### src/rtl/taptempo_pkg.sv
// Shared TapTempo definitions: FSM state codes, default timing parameters,
// and the counter width helper used by the debouncer, tap_period and BPM blocks.
package taptempo_pkg;

   typedef logic [1:0] state_t;

   // s_wait is reserved; the FSM never enters it and falls back to s_idle.
   localparam state_t s_idle  = 2'd0;
   localparam state_t s_count = 2'd1;
   localparam state_t s_wait  = 2'd2;

   localparam int PULSE_PER_NS_DEF = 5120;
   localparam int MIN_PER_NS_DEF   = 250_000_000;
   localparam int MAX_PER_NS_DEF   = 1_500_000_000;

   // Bits needed to hold every value from 0 up to and including max_value.
   function automatic int count_width(input int max_value);
      return $clog2(max_value + 1);
   endfunction

endpackage

### src/rtl/tap_average.sv
// Four-deep running average of accepted tap periods (built only when
// TAP_AVERAGE_EN is defined); the average reflects the history after this load.
`ifdef TAP_AVERAGE_EN
module tap_average
   import taptempo_pkg::*;
#(
   parameter int W = 8
) (
   input  logic         clk_i,
   input  logic         rst_i,
   input  logic         load_i,
   input  logic         clear_i,
   input  logic [W-1:0] period_i,
   output logic [W-1:0] average_o
);

   logic [W-1:0] hist   [4];
   logic [W-1:0] hist_n [4];
   logic         primed;
   logic [W+1:0] sum;

   // First period after idle fills the whole history so the average starts exact.
   always_comb begin
      hist_n[0] = period_i;
      for (int i = 1; i < 4; i++) begin
         hist_n[i] = primed ? hist[i-1] : period_i;
      end
      sum = {2'b00, hist_n[0]} + {2'b00, hist_n[1]} +
            {2'b00, hist_n[2]} + {2'b00, hist_n[3]};
      average_o = sum[W+1:2];
   end

   always_ff @(posedge clk_i or posedge rst_i) begin
      if (rst_i) begin
         primed <= 1'b0;
         for (int i = 0; i < 4; i++) hist[i] <= '0;
      end else if (clear_i) begin
         primed <= 1'b0;
      end else if (load_i) begin
         primed <= 1'b1;
         for (int i = 0; i < 4; i++) hist[i] <= hist_n[i];
      end
   end

endmodule
`endif

### src/rtl/tap_period.sv
// Measures the interval between debounced button taps in tp_i units and hands
// each accepted interval downstream; define TAP_AVERAGE_EN to output a 4-tap average.
module tap_period
   import taptempo_pkg::*;
#(
   parameter  int PULSE_PER_NS = PULSE_PER_NS_DEF,
   parameter  int MIN_PER_NS   = MIN_PER_NS_DEF,
   parameter  int MAX_PER_NS   = MAX_PER_NS_DEF,
   localparam int MIN_COUNT    = MIN_PER_NS / PULSE_PER_NS,
   localparam int MAX_COUNT    = MAX_PER_NS / PULSE_PER_NS,
   localparam int PERIOD_W     = count_width(MAX_COUNT)
) (
   input  logic                clk_i,
   input  logic                rst_i,
   input  logic                tp_i,
   input  logic                btn_i,
   output logic [PERIOD_W-1:0] period_o,
   output logic                period_valid_o,
   input  logic                period_ready_i,
   output logic                timeout_o,
   output logic                overrun_o,
   output logic [1:0]          state_o
);

   localparam logic [PERIOD_W-1:0] MIN_CNT = PERIOD_W'(MIN_COUNT);
   localparam logic [PERIOD_W-1:0] MAX_CNT = PERIOD_W'(MAX_COUNT);
   localparam logic [PERIOD_W-1:0] ONE     = PERIOD_W'(1);

   logic                btn_d;
   logic                tap;
   logic                accept;
   logic                timeout;
   state_t              state, state_n;
   logic [PERIOD_W-1:0] count, count_n, count_inc;
   logic [PERIOD_W-1:0] out_period;

   assign tap       = btn_i & ~btn_d;
   assign count_inc = (tp_i && count != MAX_CNT) ? count + ONE : count;
   assign state_o   = state;

   // On an accepting tap the current count is the period; a tp_i in the same
   // cycle already belongs to the next interval, hence the reload to 1.
   always_comb begin
      state_n = state;
      count_n = count;
      accept  = 1'b0;
      timeout = 1'b0;
      case (state)
         s_idle: begin
            count_n = '0;
            if (tap) begin
               state_n = s_count;
               count_n = tp_i ? ONE : '0;
            end
         end
         s_count: begin
            if (tap && count >= MIN_CNT) begin
               accept  = 1'b1;
               count_n = tp_i ? ONE : '0;
            end else if (!tap && tp_i && count == MAX_CNT) begin
               state_n = s_idle;
               timeout = 1'b1;
               count_n = '0;
            end else begin
               count_n = count_inc;
            end
         end
         default: begin
            state_n = s_idle;
            count_n = '0;
         end
      endcase
   end

   always_ff @(posedge clk_i or posedge rst_i) begin
      if (rst_i) begin
         state <= s_idle;
         count <= '0;
         btn_d <= 1'b0;
      end else begin
         state <= state_n;
         count <= count_n;
         btn_d <= btn_i;
      end
   end

`ifdef TAP_AVERAGE_EN
   tap_average #(
      .W (PERIOD_W)
   ) u_tap_average (
      .clk_i     (clk_i),
      .rst_i     (rst_i),
      .load_i    (accept),
      .clear_i   (timeout),
      .period_i  (count),
      .average_o (out_period)
   );
`else
   assign out_period = count;
`endif

   // Handshake: period_o is held while valid & !ready; a transfer happens on any
   // edge with valid & ready; a new period overwrites a stalled one and flags overrun.
   always_ff @(posedge clk_i or posedge rst_i) begin
      if (rst_i) begin
         period_o       <= '0;
         period_valid_o <= 1'b0;
         timeout_o      <= 1'b0;
         overrun_o      <= 1'b0;
      end else begin
         timeout_o <= timeout;
         overrun_o <= 1'b0;
         if (accept) begin
            period_o       <= out_period;
            period_valid_o <= 1'b1;
            overrun_o      <= period_valid_o & ~period_ready_i;
         end else if (period_valid_o && period_ready_i) begin
            period_valid_o <= 1'b0;
         end
      end
   end

endmodule

### config.mk
export PLATFORM = sky130hd
export DESIGN_NAME = tap_period
export DESIGN_NICKNAME = d
export VERILOG_FILES = /design/src/rtl/taptempo_pkg.sv /design/src/rtl/tap_average.sv /design/src/rtl/tap_period.sv
export SDC_FILE = /design/constraint.sdc
export NUM_CORES = 1
export LEC_CHECK = 0
export ABC_CLOCK_PERIOD_IN_PS = 2500
export CORE_ASPECT_RATIO = 0.5
export CORE_MARGIN = 2
export CORE_UTILIZATION = 53
export CTS_CLUSTER_DIAMETER = 200
export DETAILED_ROUTE_END_ITERATION = 10
export GPL_TIMING_DRIVEN = 1
export PLACE_DENSITY = 0.87
export SLEW_MARGIN = 20
export SYNTH_ARGS = -nofsm -noshare
export SYNTH_HDL_FRONTEND = slang
export SYNTH_HIERARCHICAL = 1
export SYNTH_SLANG_ARGS = --single-unit
### constraint.sdc
create_clock -name clk_i -period 2.5 [get_ports clk_i]
set_clock_uncertainty 0.05 [all_clocks]
set_input_delay 0.5 -clock clk_i [delete_from_list [all_inputs] [get_ports clk_i]]
set_output_delay 0.5 -clock clk_i [all_outputs]
set_load 0.03 [all_outputs]
==> results of run 1 <==
==> timing repair <==
action	CTS	global route
resized for setup	0	1
setup endpoints to repair	0	11
buffers inserted	0	0
==> power by group <==
group,internal (W),total [W],switching (W)
clock,0.000186,0.000407,0.000220
combinational,0.0000684,0.000161,0.0000926
sequential,0.000734,0.000804,0.0000703
total,0.000988,0.00137,0.000383
==> critical path, delay by kind of cell (launching register included) <==
family	cells	cell delay, ns
AND/OR/NAND/NOR	4	0.96
AO/OA/AOI/OAI	1	0.24
buffers and inverters	2	0.38
flip-flops	1	0.43
adder cells (fa/ha/maj)	1	0.16
==> stage by stage <==
step / total power (W) / instances / hold WS [ns]
after global routing: 0.001424 / 258 / 0.4536
final: 0.001372 / 258 / 0.4437
after detailed placement: 0.0009708 / 252 / 0.4313
after global placement: 0.0009552 / 252 / 0.4232
after CTS: 0.001380 / 258 / 0.4486
after floorplan: 0.0009154 / 174 / 0.4782
==> kinds of logic after synthesis <==
group	synth area share, %
xor gates and xnor gates	7.039
muxes	9.616
and+or+nand+nor	17.73
buffers and inverters	3.833
adders and majority gates	1.257
other	0.1884
DFF	54.05
AOI/OAI and AO/OA	6.286
==> layout by cell type (no fill, tap or decap), types with 2 or more instances in the layout <==
cell type and instances:
ha_1 2, nand3_1 8, dfrtp_1 43, xnor2_1 10, and2_1 2, nor2_1 25
a21oi_1 2, nand4_1 9, buf_4 7, mux2_2 16, clkdlybuf4s50_1 27, xor2_1 6
nor3_1 3, nor4_1 3, nand2_1 5, clkbuf_8 5, o21ai_0 5, inv_1 6
==> flip-flops by register name, summed over array words and instances, names as in the netlist <==
name,count
btn_d,1
period_valid_o,1
count,19
state_o,1
overrun_o,1
timeout_o,1
period_o,19
==> final cells by class <==
class | instances | area (um2) | share of cell area [%]
clock buffer | 6 | 72.57 | 3.021
inverter | 6 | 22.52 | 0.9375
multi-input combinational | 118 | 844.6 | 35.16
sequential | 43 | 1076 | 44.79
tap | 51 | 63.81 | 2.656
timing repair buffer | 34 | 322.8 | 13.44
==> routing by layer <==
metal / GRT usage [%] / share of wire (%) / wire (um) / up-vias
met5: 0 / 0 / 0 / -
met4: 8.923 / 1.0 / 40 / 0
met3: 5.778 / 5.7 / 228 / 7
met2: 34.78 / 47 / 1892 / 51
met1: 28.57 / 46 / 1850 / 695
li1: - / - / - / 673
==> worst max path at each step <==
| stage | to | slack, ns | start | cells past startpoint |
|---|---|---|---|---|
| finish | count[15] | 0.15 | count[1] | 8 |
| global route | count[15] | 0.02 | count[1] | 8 |
| CTS | count[15] | 0.14 | count[1] | 8 |
| detailed placement | count[18] | 0.17 | tp_i | 6 |
| global placement | count[18] | 0.18 | tp_i | 6 |
| floorplan | count[4] | 0.31 | count[0] | 8 |
==> results by group, run 1 <==
Pwr
  • Leakage Power: 1.101 nW
  • Power density over the cells: 571.0 mW/mm2
  • Max VDD drop: 0.0002149 V

Synth
  • Most numerous cell in the Yosys netlist: dfrtp_1
  • Top-area cell type share of the netlist area: 54.05%
  • Top cells by instance count after synthesis: dfrtp_1 (43), nor2_1 (25), mux2_2 (16), xnor2_1 (10), nand4_1 (9)
  • Area of the mapped netlist: 0.001991 mm2
  • Average cell area after synthesis: about 11 um2
  • Post-synthesis cell count: 174
  • Netlist cell types: 42
  • Post-synthesis register bit count: 43
  • Synth top area cells: dfrtp_1 (54%), mux2_2 (9.1%), nor2_1 (4.7%), xnor2_1 (4.4%), nand4_1 (2.8%)
  • Fraction of registers with async set/reset: 100.0%
  • Number of enable flip-flop cells after synthesis: 0
  • Cell taking the most area after synthesis: dfrtp_1
  • Sequential share of the synthesized area: 54.05%
  • Warnings, synthesis: 6
  • Synth Flop Type: dfrtp_1
  • Total nets after synthesis: 181

Critical path
  • Worst-path fanout max: 18
  • Critical path data required time: ~2.6 ns
  • Category of the worst setup path launch point: flop
  • WS Path Type: reg -> reg
  • Capturing point of the worst reg2reg path: count[15]
  • R2r worst-path depth: 8
  • Master of the slowest instance on the critical path: or4b_1
  • Critical register-to-register path startpoint: count[1]
  • Worst-case register-to-register setup slack: approximately 0.15 ns
  • Critical Path Max Stage Delay: 0.49 ns
  • Critical path, cell by cell: inv_1 > ha_1 > or4b_1 > nor3_4 > nand3_2 > o311ai_4 > buf_4 > nor2_1
  • Data arrival at the endpoint of the critical path: between 2 and 2.5 ns
  • Kind of capture point of the worst setup path: flop

CTS
  • Number of buffers created by CTS: 5
  • Clock transition at the registers of the reported paths: 0.07 ns
  • Clock sink count: 43
  • Maximum clock insertion buffer count: 2
  • Hold Buf Count CTS: 0
  • Clock tree root buffer cell: clkbuf_8
  • CTS H-tree depth: 2
  • Worst-Skew Late Latency: 0.30 ns
  • TritonCTS clock tree: done

Global routing
  • Global router's overall resource usage: between 20% and 30%
  • Number of global-route vias before repair: 1315
  • Antenna violations before repair: 0
  • Wire length of the first global-routing pass: about 6800 um
  • Final global-route overflow total: 0
  • Largest net degree at the start of global routing: 44

STA
  • Worst slew margin: 62.01%
  • Worst setup slack after layout: 0.1532 ns
  • Number of failing setup endpoints in the final timing report: 0
  • Final slew viol count: 0
  • Sum Neg Setup Slack: 0 ns
  • RSZ-0062 raised after global routing: false
  • Number of failing hold endpoints at the final stage: 0
  • Tmin final: 2.347 ns
  • Worst-margin pin slew: 0.5646 ns
  • Highest clock frequency the design can meet: 0.4261 GHz
  • Share of the clock period used by the worst path: 93.87%

Place
  • Post-detailed-placement cell area: 0.002323 mm2
  • Routability congestion estimate: 0.9541
  • Number of port buffers: 27
  • DP Wirelength: about 2900 um
  • Pre-CTS setup slack: 0.1669 ns

Route
  • Count of antenna-violating nets left after detailed routing: 0
  • Routed wire per std cell: 15.55 um
  • Total Routed Length: 4011 um
  • Total via count in the routed design: 1426
  • DR pass1 iterations: 4
  • Via/cell ratio: approximately 5.5
  • Iteration-0 DRC Markers: 96
  • Post-detailed-route DRC marker count: 0

Hold path
  • Hold path cells: 1
  • Min-Delay Endpoint: period_o[6]
  • HP Start: period_o[6]
  • Worst min-delay path class: reg -> reg

Finish
  • Number of diodes added for antenna fixing: 0
  • Fill cells: between 200 and 300
  • Post-route cell area: 0.002402 mm2
  • Total number of nets in the final design: 215
  • Core utilization of the finished layout: 68.45%
  • Layout cell share with drive strength beyond 1: ~18%
  • Area growth from synthesis to layout: 20.68%

Run status
  • Result of the run: complete, no violations

Floorplan
  • CORE AREA: ~0.0035 mm2
  • Die Footprint: 0.004292 mm2
  • Die Y: 47.34 um
  • Die Span X: 90.67 um
  • Boundary pin count: 29
  • Standard-cell row count: 15
  • Initial Util: a little under three fifths

Flow run
  • Max cap viols: 0
(Power assumes the default switching activity.)
==> inputs of run 2 (changes only) <==
- CTS_CLUSTER_SIZE: unset -> 30
==> results of run 2 <==
Final layout, timing and power as in run 1 (identical DEF).
